`src/rtl/tag_arb_pkg.sv`:
```
// tag_arb_pkg: shared widths, types and round-robin helper for tag_stream_arbiter
package tag_arb_pkg;
  localparam int TAG_W = 11;
  localparam int CT_W = 9;
  localparam int MAX_SRC = 8;
  typedef struct packed {
    logic [TAG_W-1:0] tag;
    logic [CT_W-1:0]  ct;
  } tag_ct_t;
  typedef logic [$clog2(MAX_SRC)-1:0] src_idx_t;
  typedef enum logic {UNLOCKED = 1'b0, LOCKED = 1'b1} lock_t;
  // First set bit of mask scanning last+1, last+2, ... modulo n; returns last when mask is empty
  function automatic src_idx_t rr_next(input logic [MAX_SRC-1:0] mask, input src_idx_t last, input int n);
    src_idx_t pick;
    src_idx_t j;
    pick = last;
    for (int k = MAX_SRC; k >= 1; k--) begin
      j = src_idx_t'((int'(last) + k) % n);
      if (k <= n && mask[j]) pick = j;
    end
    return pick;
  endfunction
endpackage

```
`src/rtl/tag_stream_arbiter_if.sv`:
```
// tag_stream_arbiter_if: per-source request/ack bundle plus the registered output handshake
interface tag_stream_arbiter_if #(
  parameter int NSRC = 2,
  parameter int Ntag = 11,
  parameter int Nct  = 9
);
  localparam int SW = $clog2(NSRC);
  logic [NSRC-1:0]      in_v;
  logic [NSRC-1:0]      in_a;
  logic [NSRC*Ntag-1:0] in_tag;
  logic [NSRC*Nct-1:0]  in_ct;
  logic                 enable;
  logic                 out_v;
  logic                 out_a;
  logic [Ntag-1:0]      out_tag;
  logic [Nct-1:0]       out_ct;
  logic [SW-1:0]        out_src;
  modport master (output in_v, in_tag, in_ct, enable, out_a, input in_a, out_v, out_tag, out_ct, out_src);
  modport slave (input in_v, in_tag, in_ct, enable, out_a, output in_a, out_v, out_tag, out_ct, out_src);
endinterface

```
`src/rtl/tag_arb_out_reg.sv`:
```
// tag_arb_out_reg: single-entry valid/ack register; a load during a drain replaces the word in place
module tag_arb_out_reg #(
  parameter int W = 21
) (
  input  logic         clk,
  input  logic         reset,
  input  logic         load,
  input  logic [W-1:0] d,
  input  logic         out_a,
  output logic         out_v,
  output logic [W-1:0] q
);
  always_ff @(posedge clk) begin
    if (!reset) begin
      out_v <= 1'b0;
      q <= '0;
    end else begin
      out_v <= load | (out_v & ~out_a);
      if (load) q <= d;
    end
  end
endmodule

```
`src/rtl/tag_stream_arbiter.sv`:
```
// tag_stream_arbiter: round-robin arbiter with bounded bursts sharing one tag/count consumer.
// Define TAG_ARB_STATS_EN to add per-source word counters and an output stall counter.
module tag_stream_arbiter
  import tag_arb_pkg::*;
#(
  parameter int Ntag = TAG_W,
  parameter int Nct = CT_W,
  parameter int NSRC = 2,
  parameter int MAX_BURST = 4
) (
  input logic clk,
  input logic reset,
  tag_stream_arbiter_if.slave bus
`ifdef TAG_ARB_STATS_EN
  ,
  input  logic                 stats_clr,
  output logic [NSRC*16-1:0]   word_cnt,
  output logic [15:0]          stall_cnt
`endif
);
  localparam int SW = $clog2(NSRC);
  localparam int W = Ntag + Nct + SW;
  lock_t lock, lock_n;
  logic [SW-1:0] cur, cur_n, last, last_n, g;
  logic [7:0] burst_cnt, burst_n;
  logic can_load, any_v, xfer, at_max;
  logic [W-1:0] q;
  assign can_load = ~bus.out_v | bus.out_a;
  assign g = lock == LOCKED ? cur : SW'(rr_next(MAX_SRC'(bus.in_v), src_idx_t'(last), NSRC));
  assign any_v = lock == LOCKED ? bus.in_v[cur] : |bus.in_v;
  assign xfer = reset & bus.enable & can_load & any_v;
  assign bus.in_a = xfer ? NSRC'(1) << g : '0;
  assign at_max = 9'(burst_cnt) + 9'd1 >= 9'(MAX_BURST);
  // Everything freezes while enable is low so a held burst resumes where it stopped
  always_comb begin
    lock_n = lock;
    cur_n = cur;
    burst_n = burst_cnt;
    last_n = last;
    if (bus.enable) begin
      if (lock == UNLOCKED) begin
        if (xfer) begin
          lock_n = MAX_BURST > 1 ? LOCKED : UNLOCKED;
          cur_n = g;
          burst_n = 8'd1;
          last_n = MAX_BURST > 1 ? last : g;
        end
      end else if (!bus.in_v[cur] || (xfer && at_max)) begin
        lock_n = UNLOCKED;
        last_n = cur;
      end else if (xfer) begin
        burst_n = burst_cnt + 8'd1;
      end
    end
  end
  always_ff @(posedge clk) begin
    if (!reset) begin
      lock <= UNLOCKED;
      cur <= '0;
      burst_cnt <= '0;
      last <= SW'(NSRC - 1);
    end else begin
      lock <= lock_n;
      cur <= cur_n;
      burst_cnt <= burst_n;
      last <= last_n;
    end
  end
  tag_arb_out_reg #(.W(W)) u_out (
    .clk(clk),
    .reset(reset),
    .load(xfer),
    .d({bus.in_tag[g*Ntag +: Ntag], bus.in_ct[g*Nct +: Nct], g}),
    .out_a(bus.out_a),
    .out_v(bus.out_v),
    .q(q)
  );
  assign {bus.out_tag, bus.out_ct, bus.out_src} = q;
`ifdef TAG_ARB_STATS_EN
  always_ff @(posedge clk) begin
    for (int i = 0; i < NSRC; i++)
      if (!reset || stats_clr) word_cnt[i*16 +: 16] <= '0;
      else if (bus.in_a[i] && word_cnt[i*16 +: 16] != 16'hFFFF) word_cnt[i*16 +: 16] <= word_cnt[i*16 +: 16] + 16'd1;
  end
  always_ff @(posedge clk) begin
    if (!reset) stall_cnt <= '0;
    else if (bus.out_v && !bus.out_a && stall_cnt != 16'hFFFF) stall_cnt <= stall_cnt + 16'd1;
  end
`endif
endmodule

```
`src/flat_wrapper.sv`:
```
// flat-port wrapper written by rule: the top's interface ports become plain ports
module tag_stream_arbiter_flat import tag_arb_pkg::*;
#(
  parameter int Ntag = TAG_W,
  parameter int Nct = CT_W,
  parameter int NSRC = 2,
  parameter int MAX_BURST = 4
)
  (clk, reset, bus_in_v, bus_in_tag, bus_in_ct, bus_enable, bus_out_a, bus_in_a, bus_out_v, bus_out_tag, bus_out_ct, bus_out_src);
  tag_stream_arbiter_if #(.NSRC(NSRC), .Ntag(Ntag), .Nct(Nct)) bus_i ();
  input logic clk;
  input logic reset;
  input wire logic [$bits(bus_i.in_v)-1:0] bus_in_v;
  input wire logic [$bits(bus_i.in_tag)-1:0] bus_in_tag;
  input wire logic [$bits(bus_i.in_ct)-1:0] bus_in_ct;
  input wire logic [$bits(bus_i.enable)-1:0] bus_enable;
  input wire logic [$bits(bus_i.out_a)-1:0] bus_out_a;
  output wire logic [$bits(bus_i.in_a)-1:0] bus_in_a;
  output wire logic [$bits(bus_i.out_v)-1:0] bus_out_v;
  output wire logic [$bits(bus_i.out_tag)-1:0] bus_out_tag;
  output wire logic [$bits(bus_i.out_ct)-1:0] bus_out_ct;
  output wire logic [$bits(bus_i.out_src)-1:0] bus_out_src;
  assign bus_i.in_v = bus_in_v;
  assign bus_i.in_tag = bus_in_tag;
  assign bus_i.in_ct = bus_in_ct;
  assign bus_i.enable = bus_enable;
  assign bus_i.out_a = bus_out_a;
  assign bus_in_a = bus_i.in_a;
  assign bus_out_v = bus_i.out_v;
  assign bus_out_tag = bus_i.out_tag;
  assign bus_out_ct = bus_i.out_ct;
  assign bus_out_src = bus_i.out_src;
  tag_stream_arbiter #(.Ntag(Ntag), .Nct(Nct), .NSRC(NSRC), .MAX_BURST(MAX_BURST)) u_core (.clk(clk), .reset(reset), .bus(bus_i));
endmodule
```
`config.mk`:
```
export PLATFORM = sky130hd
export DESIGN_NAME = tag_stream_arbiter_flat
export DESIGN_NICKNAME = d
export VERILOG_FILES = /design/src/rtl/tag_arb_pkg.sv /design/src/rtl/tag_stream_arbiter_if.sv /design/src/rtl/tag_arb_out_reg.sv /design/src/rtl/tag_stream_arbiter.sv /design/src/flat_wrapper.sv
export SDC_FILE = /design/constraint.sdc
export NUM_CORES = 1
export LEC_CHECK = 0
export CAP_MARGIN = 20
export CORE_MARGIN = 2
export CORE_UTILIZATION = 41
export DETAILED_ROUTE_END_ITERATION = 12
export PLACE_DENSITY = 0.88
export SYNTH_ARGS = -nofsm -noshare
export SYNTH_HDL_FRONTEND = slang
export SYNTH_SLANG_ARGS = --single-unit
```
`constraint.sdc`:
```
create_clock -name clk -period 2.3 [get_ports clk]
set_clock_uncertainty 0.1 [all_clocks]
set_input_delay 0.46 -clock clk [delete_from_list [all_inputs] [get_ports clk]]
set_output_delay 0.46 -clock clk [all_outputs]
set_load 0.1 [all_outputs]
```
== Word-level counts from Yosys, hierarchy flattened ==
Index checks and enable logic that the tools add are counted.

* Bits in registers: 33
* Output and inout port bits: 24

* $add $sub $neg: 4
* $mul: 2
* Magnitude comparators: 4
* Equality and inequality tests: 1
* Shift-type cells: 3
* Mux-type cells: 18
* Bitwise operators: 11
* Reductions and logical operators: 9

{| class="wikitable"
|+ Operators by type and width
! cell !! count
|-
| $mux W8 || 4
|-
| $shiftx A22 B6 Y11 || 1
|-
| $shiftx A18 B6 Y9 || 1
|-
| $mux W1 || 11
|-
| $mul A1 B4 Y5 const B || 2
|-
| $add A8 B1 Y9 const B || 1
|-
| $ge A9 B3 Y1 const B || 1
|-
| $add A8 B1 Y8 const B || 1
|-
| $lt A3 B4 Y1 const B || 2
|-
| $reduce_and A3 Y1 || 2
|-
| $and A1 B1 Y1 || 4
|-
| $bmux W1 S2 || 2
|-
| $reduce_and A4 Y1 || 1
|-
| $reduce_bool A2 Y1 || 2
|-
| $not A1 Y1 || 3
|-
| $add A1 B1 Y1 const B || 2
|-
| $and A1 B1 Y1 const A || 2
|-
| $lt A1 B2 Y1 const B || 1
|-
| $mux W2 || 1
|-
| $ne A2 B2 Y1 const B || 1
|-
| $or A1 B1 Y1 || 2
|-
| $reduce_or A2 Y1 || 1
|-
| $shl A1 B1 Y2 const A || 1
|-
| $logic_and A1 B1 Y1 || 1
|-
| other kinds (2) || 2
|}

== Logic depth before layout (Yosys ltp) ==
* Depth in word-level cells: 9
* Depth in mapped cells: 6
* Mapped depth without buffers: 6

== Cells and area by module ==
A second synthesis with hierarchy kept.

* Cells, all modules: 163
* Area total of the unflattened synthesis: 1,687.9 um^2

{| class="wikitable"
|+ By module, submodules not included
! module !! instances !! cells an instance !! area each (um^2) !! sequential area each (um^2)
|-
| tag_arb_out_reg || 1 || 71 || 854.6 || 440.4
|-
| tag_stream_arbiter || 1 || 92 || 833.3 || 220.2
|}

== Least setup slack after synthesis ==
No wires, ideal clock.

* Kind: reg2out
* From: reg u_core.u_out.out_v
* To: out bus_in_a[1]
* Arrival time: 3,033 ps
* Required time: 1,740 ps
* Setup slack: -1,293 ps
* Cell stages (with the launch flop): 5
* Cells stage by stage: dfxtp_1 nor2b_1 or2_2 a21oi_1 nor2b_1

* Cells in the longest elaborated chain, start to end: 5

{| class="wikitable"
|+ Ends and longest elaborated chain
! element !! RTL line !! RTL
|-
| from (decl) || tag_arb_out_reg.sv:10 || <nowiki>output logic out_v,</nowiki>
|-
| from (signal assigned) || tag_arb_out_reg.sv:18 || <nowiki>out_v <= load | (out_v & ~out_a);</nowiki>
|-
| $not A1 Y1 || tag_stream_arbiter.sv:28 || <nowiki>assign can_load = ~bus.out_v | bus.out_a;</nowiki>
|-
| $or A1 B1 Y1 || tag_stream_arbiter.sv:28 ||
|-
| $and A1 B1 Y1 (2 in a row) || tag_stream_arbiter.sv:31 || <nowiki>assign xfer = reset & bus.enable & can_load & any_v;</nowiki>
|-
| $mux W2 || tag_stream_arbiter.sv:32 || <nowiki>assign bus.in_a = xfer ? NSRC'(1) << g : '0;</nowiki>
|-
| to (decl) || flat_wrapper.sv:18 || <nowiki>output wire logic [$bits(bus_i.in_a)-1:0] bus_in_a;</nowiki>
|}

No other way between the ends.

== Final worst setup path ==
* From: in bus_enable
* To: out bus_in_a[1]

* Cells in the longest elaborated chain, start to end: 4

{| class="wikitable"
|+ Ends and longest elaborated chain
! element !! RTL line !! RTL
|-
| from (decl) || flat_wrapper.sv:16 || <nowiki>input wire logic [$bits(bus_i.enable)-1:0] bus_enable;</nowiki>
|-
| $and A1 B1 Y1 (3 in a row) || tag_stream_arbiter.sv:31 ||
|-
| $mux W2 || tag_stream_arbiter.sv:32 ||
|}

No other way between the ends.

==> results.txt <==
The tools report the clock network fraction of total power as 31.8%. Before CTS, the worst setup slack after placement is -287 ps. Synthesis inferred 33 register bits. Summed over all cells, the static leakage comes to 1.12 nW.

The number of detailed-route iterations in the first pass was 6; the count of buffers inserted at the top-level ports was 69. The wire-length estimate of the detail-placed layout is 2790 microns. Along the worst path, the maximum fanout reaches 4. In this run the tightest slew margin relative to its limit is 72.0%. The top achievable clock speed is 449 MHz. The run gives 0 as the initial antenna violation count. The count of buffer and inverter cells on the critical path works out to 2. The signal on the critical path passes through clkdlybuf4s15_1 -> o211ai_1 -> or2_4 -> a21oi_4 -> nor2b_4 -> buf_12.

The fraction of post-synthesis cell area in the top cell type by area is 42.8%, and the total power draw is 1.67 mW. The classification of the worst-slack hold path is reg2reg. The number of global-route vias before repair was 1586. Entering global routing, the biggest net connects 26 pins. The H-tree depth reported by CTS came out at 2. The tools report the worst hold path startpoint as u_core.burst_cnt[7]$_SDFFE_PN0P_. Among cell families on the critical path, the largest total delay comes from simple AND/OR/NAND/NOR gates. Counting distinct cell types in the post-synthesis netlist gives 33.

The run gives 21.0% as the total global-route track usage. The share of cell area taken by muxes after synthesis was 15.7%. The width of the die works out to 65.3 microns.

Measured on the finished design, the core utilization comes to 69.8%. Sorting the synthesized cells by how often they occur yields 33 x sky130_fd_sc_hd__dfxtp_1, 27 x sky130_fd_sc_hd__nor2_1, 22 x sky130_fd_sc_hd__mux2i_1, 20 x sky130_fd_sc_hd__a211oi_1, 7 x sky130_fd_sc_hd__clkbuf_1. After Yosys synthesis, full adders, half adders and majority gates account for 1.62% of the synthesized area.

Summing the areas of all and, or, nand and nor instances in the mapped netlist gives 14.6% of the synthesized area. After synthesis the cells add up to 1540 sq um. The share of total power dissipated in combinational logic is 30.8%.

The floorplan step defined a die boundary enclosing 4270 sq um. After synthesis, the largest family of logic cells by area is compound AO/OA/AOI/OAI gates. Buffers inserted to repair hold after CTS numbered 0. The logs give 0 for the final count of negative-setup-slack endpoints and 6800 microns for the global-route wire length before repair. The later pin in the worst-skew pair is clocked with a latency of 280 ps. The final hold slack was 355 ps; the share of async-settable or async-resettable flops after synthesis was 0%. Buffer depth of the longest clock path: 2. In this run the mean area of a mapped cell was 9.35 sq um.

The run gives 70 as the count of boundary I/O pins. TritonCTS built the clock tree. The run gives 0 as the count of warnings emitted by yosys. The synthesized netlist devotes 19.9% of its cell area to compound gates.

The count of standard-cell rows came out at 22. For the final max-slew violation count, the log shows 0. The most critical setup path has its startpoint at bus_enable.

Setup repair after global routing left no endpoint under its margin. The worst register-to-register path begins at u_core.cur$_SDFFE_PN0P_. STA classifies the critical path startpoint as an input pin. In this run the remaining antenna-violating nets after routing total 0.

Portion of the post-synthesis area used by sequential elements: 42.8%. The starting utilization of the core area was 42.5%; the power per cell area was 656 nW/um^2. The portion of the clock cycle consumed by the worst path in the final layout was 96.9%.

For the placeable core region, the log shows 3630 sq um. After detailed routing, the total wire length is 4020 microns. On the worst path, the slowest cell contributes a delay of 280 ps. The number of antenna repair diodes is 0. The slowest stage cell on the critical path was sky130_fd_sc_hd__or2_4.

The run gives 0.843 as the final RePlAce weighted congestion. Counting the buffers created by CTS gives 5. Across the run, the number of max-cap violations was 0. The number of synthesized flops with an enable pin is 0.

The detailed router finished its first iteration with 53 violations. The count of endpoints failing hold in the final timing report came out at 0. STA puts the critical path data arrival time at 1670 ps.

The final worst-path setup slack was 70.8 ps. The library cell used as clock root buffer was sky130_fd_sc_hd__clkbuf_8. The most used flip-flop cell after synthesis is sky130_fd_sc_hd__dfxtp_1.

For the pin with the worst max-slew slack, the measured transition is 419 ps. The flow ran to the end, and the final reports show no timing, DRC or antenna violations. The number of clock sinks seen by CTS was 33; the routed wirelength normalized by instance count was 13.3 microns. The cell-internal power was 1.12 mW. Sorting the synthesized cells by area gives the leading types as sky130_fd_sc_hd__dfxtp_1 43%, sky130_fd_sc_hd__mux2i_1 14%, sky130_fd_sc_hd__a211oi_1 9.7%.

When the netlist entered floorplanning its net count stood at 213. By instance count, the leading cell after synthesis is sky130_fd_sc_hd__dfxtp_1. Of all cell types, the one taking the most synthesized area is sky130_fd_sc_hd__dfxtp_1.

For this block, the via count after detailed routing is 1536. The worst-case IR drop observed on VDD is 0.000398 V. Type of the worst setup path: in2out.

Data on the critical path is required at its endpoint by 1740 ps. For this run the aggregate overflow at the end of global routing stands at 0. Clock-pin slew was measured on the worst setup and hold paths at 60 ps.

The net count of the finished layout is 302. The endpoint type of the worst setup path was an output port. From synthesis to final layout, the design area changed by 64.5%.

Clock period minus worst slack: 2230 ps. In the routed layout, each cell is associated on average with a via count of 5.07. The height of the die works out to 65.3 microns. For the switching component of the power, the log shows 0.550 mW. Of the cells placed in the final design, the portion with a size suffix greater than 1 is 26.3%. The sequential group share of total power came out at 37.4%. After technology mapping, the gate count stands at 165.

Summing the areas of all xor and xnor instances in the mapped netlist gives 1.70% of the synthesized area. In the routed design, unresolved DRC markers number 0. Net switching is 33.0% of the power.
-- what timing repair did --
action | CTS | global route
setup endpoints to repair | 2 | 8
gates resized for setup | 6 | 7
pin swaps | 2 | 2
setup buffers | 11 | 0
-- sequential cells by signal, summed over array words and instances, names as in the netlist --
name / flops
u_core.lock: 1
u_core.u_out.q: 21
u_core.last: 1
u_core.cur: 1
u_core.u_out.out_v: 1
u_core.burst_cnt: 8
-- through the flow --
step	cell area, sq um	std cells	TNS [ps]
floorplan	1570	165	0
global placement	2340	284	-2430
detailed placement	2340	284	-3800
CTS	2530	303	0
global route	2540	303	0
finish	2540	303	0
-- per-layer routing --
layer | share of wire, % | track usage (%)
met5 | 0 | 0
met4 | 4.3 | 13.5
met3 | 5.9 | 7.36
met2 | 52 | 36.5
met1 | 38 | 21.2
-- power groups by stage --
stage                     Combinational, mW  Sequential [mW]  Clock, mW
after CTS                             0.510            0.623      0.539
after global routing                  0.544            0.628      0.559
after global placement                0.495            0.634          0
final                                 0.513            0.623      0.529
after detailed placement              0.500            0.636          0
after floorplan                       0.146            0.817          0
-- worst paths after layout --
kind	endpoint	slack (ps)	depth (start not counted)
worst max-delay path	bus_in_a[1]	70	6
worst min-delay path	u_core.burst_cnt[7]$_SDFFE_PN0P_	360	2
worst max register to register	u_core.burst_cnt[4]$_SDFFE_PN0P_	260	5
worst min register to register	u_core.burst_cnt[7]$_SDFFE_PN0P_	360	2
-- logic make-up (layout without fill, tap and decap cells) --
family	after synthesis	in the layout
adders and majority gates	2	2
AOI/OAI and AO/OA	40	40
buffers and inverters	14	104
xor gates and xnor gates	3	3
muxes	24	24
and+or+nand+nor	49	49
DFF	33	33
-- layout by cell type (no fill, tap or decap), types with 3 or more instances in the layout --
| cell type | count |
|---|---|
| sky130_fd_sc_hd__clkdlybuf4s50_1 | 40 |
| sky130_fd_sc_hd__buf_4 | 45 |
| sky130_fd_sc_hd__clkbuf_8 | 5 |
| sky130_fd_sc_hd__and3_1 | 6 |
| sky130_fd_sc_hd__a21oi_1 | 3 |
| sky130_fd_sc_hd__a211oi_1 | 20 |
| sky130_fd_sc_hd__dfxtp_1 | 32 |
| sky130_fd_sc_hd__nand2_1 | 5 |
| sky130_fd_sc_hd__inv_1 | 4 |
| sky130_fd_sc_hd__nor2_1 | 27 |
| sky130_fd_sc_hd__mux2i_1 | 22 |
-- cell type report --
cell class	count	area [sq um]
Clock buffer	6	72.6
Clock inverter	2	35.0
Sequential cell	33	664
Multi-Input combinational cell	118	875
Fill cell	302	1100
Inverter	4	15.0
Timing Repair Buffer	92	816
Tap cell	48	60.1
-- worst min-delay path: cells and delay by family, from the launching register on --
family,cells,cell delay [ps]
flip-flops,1,310
AND/OR/NAND/NOR,2,100
(Power assumes the default switching activity.)
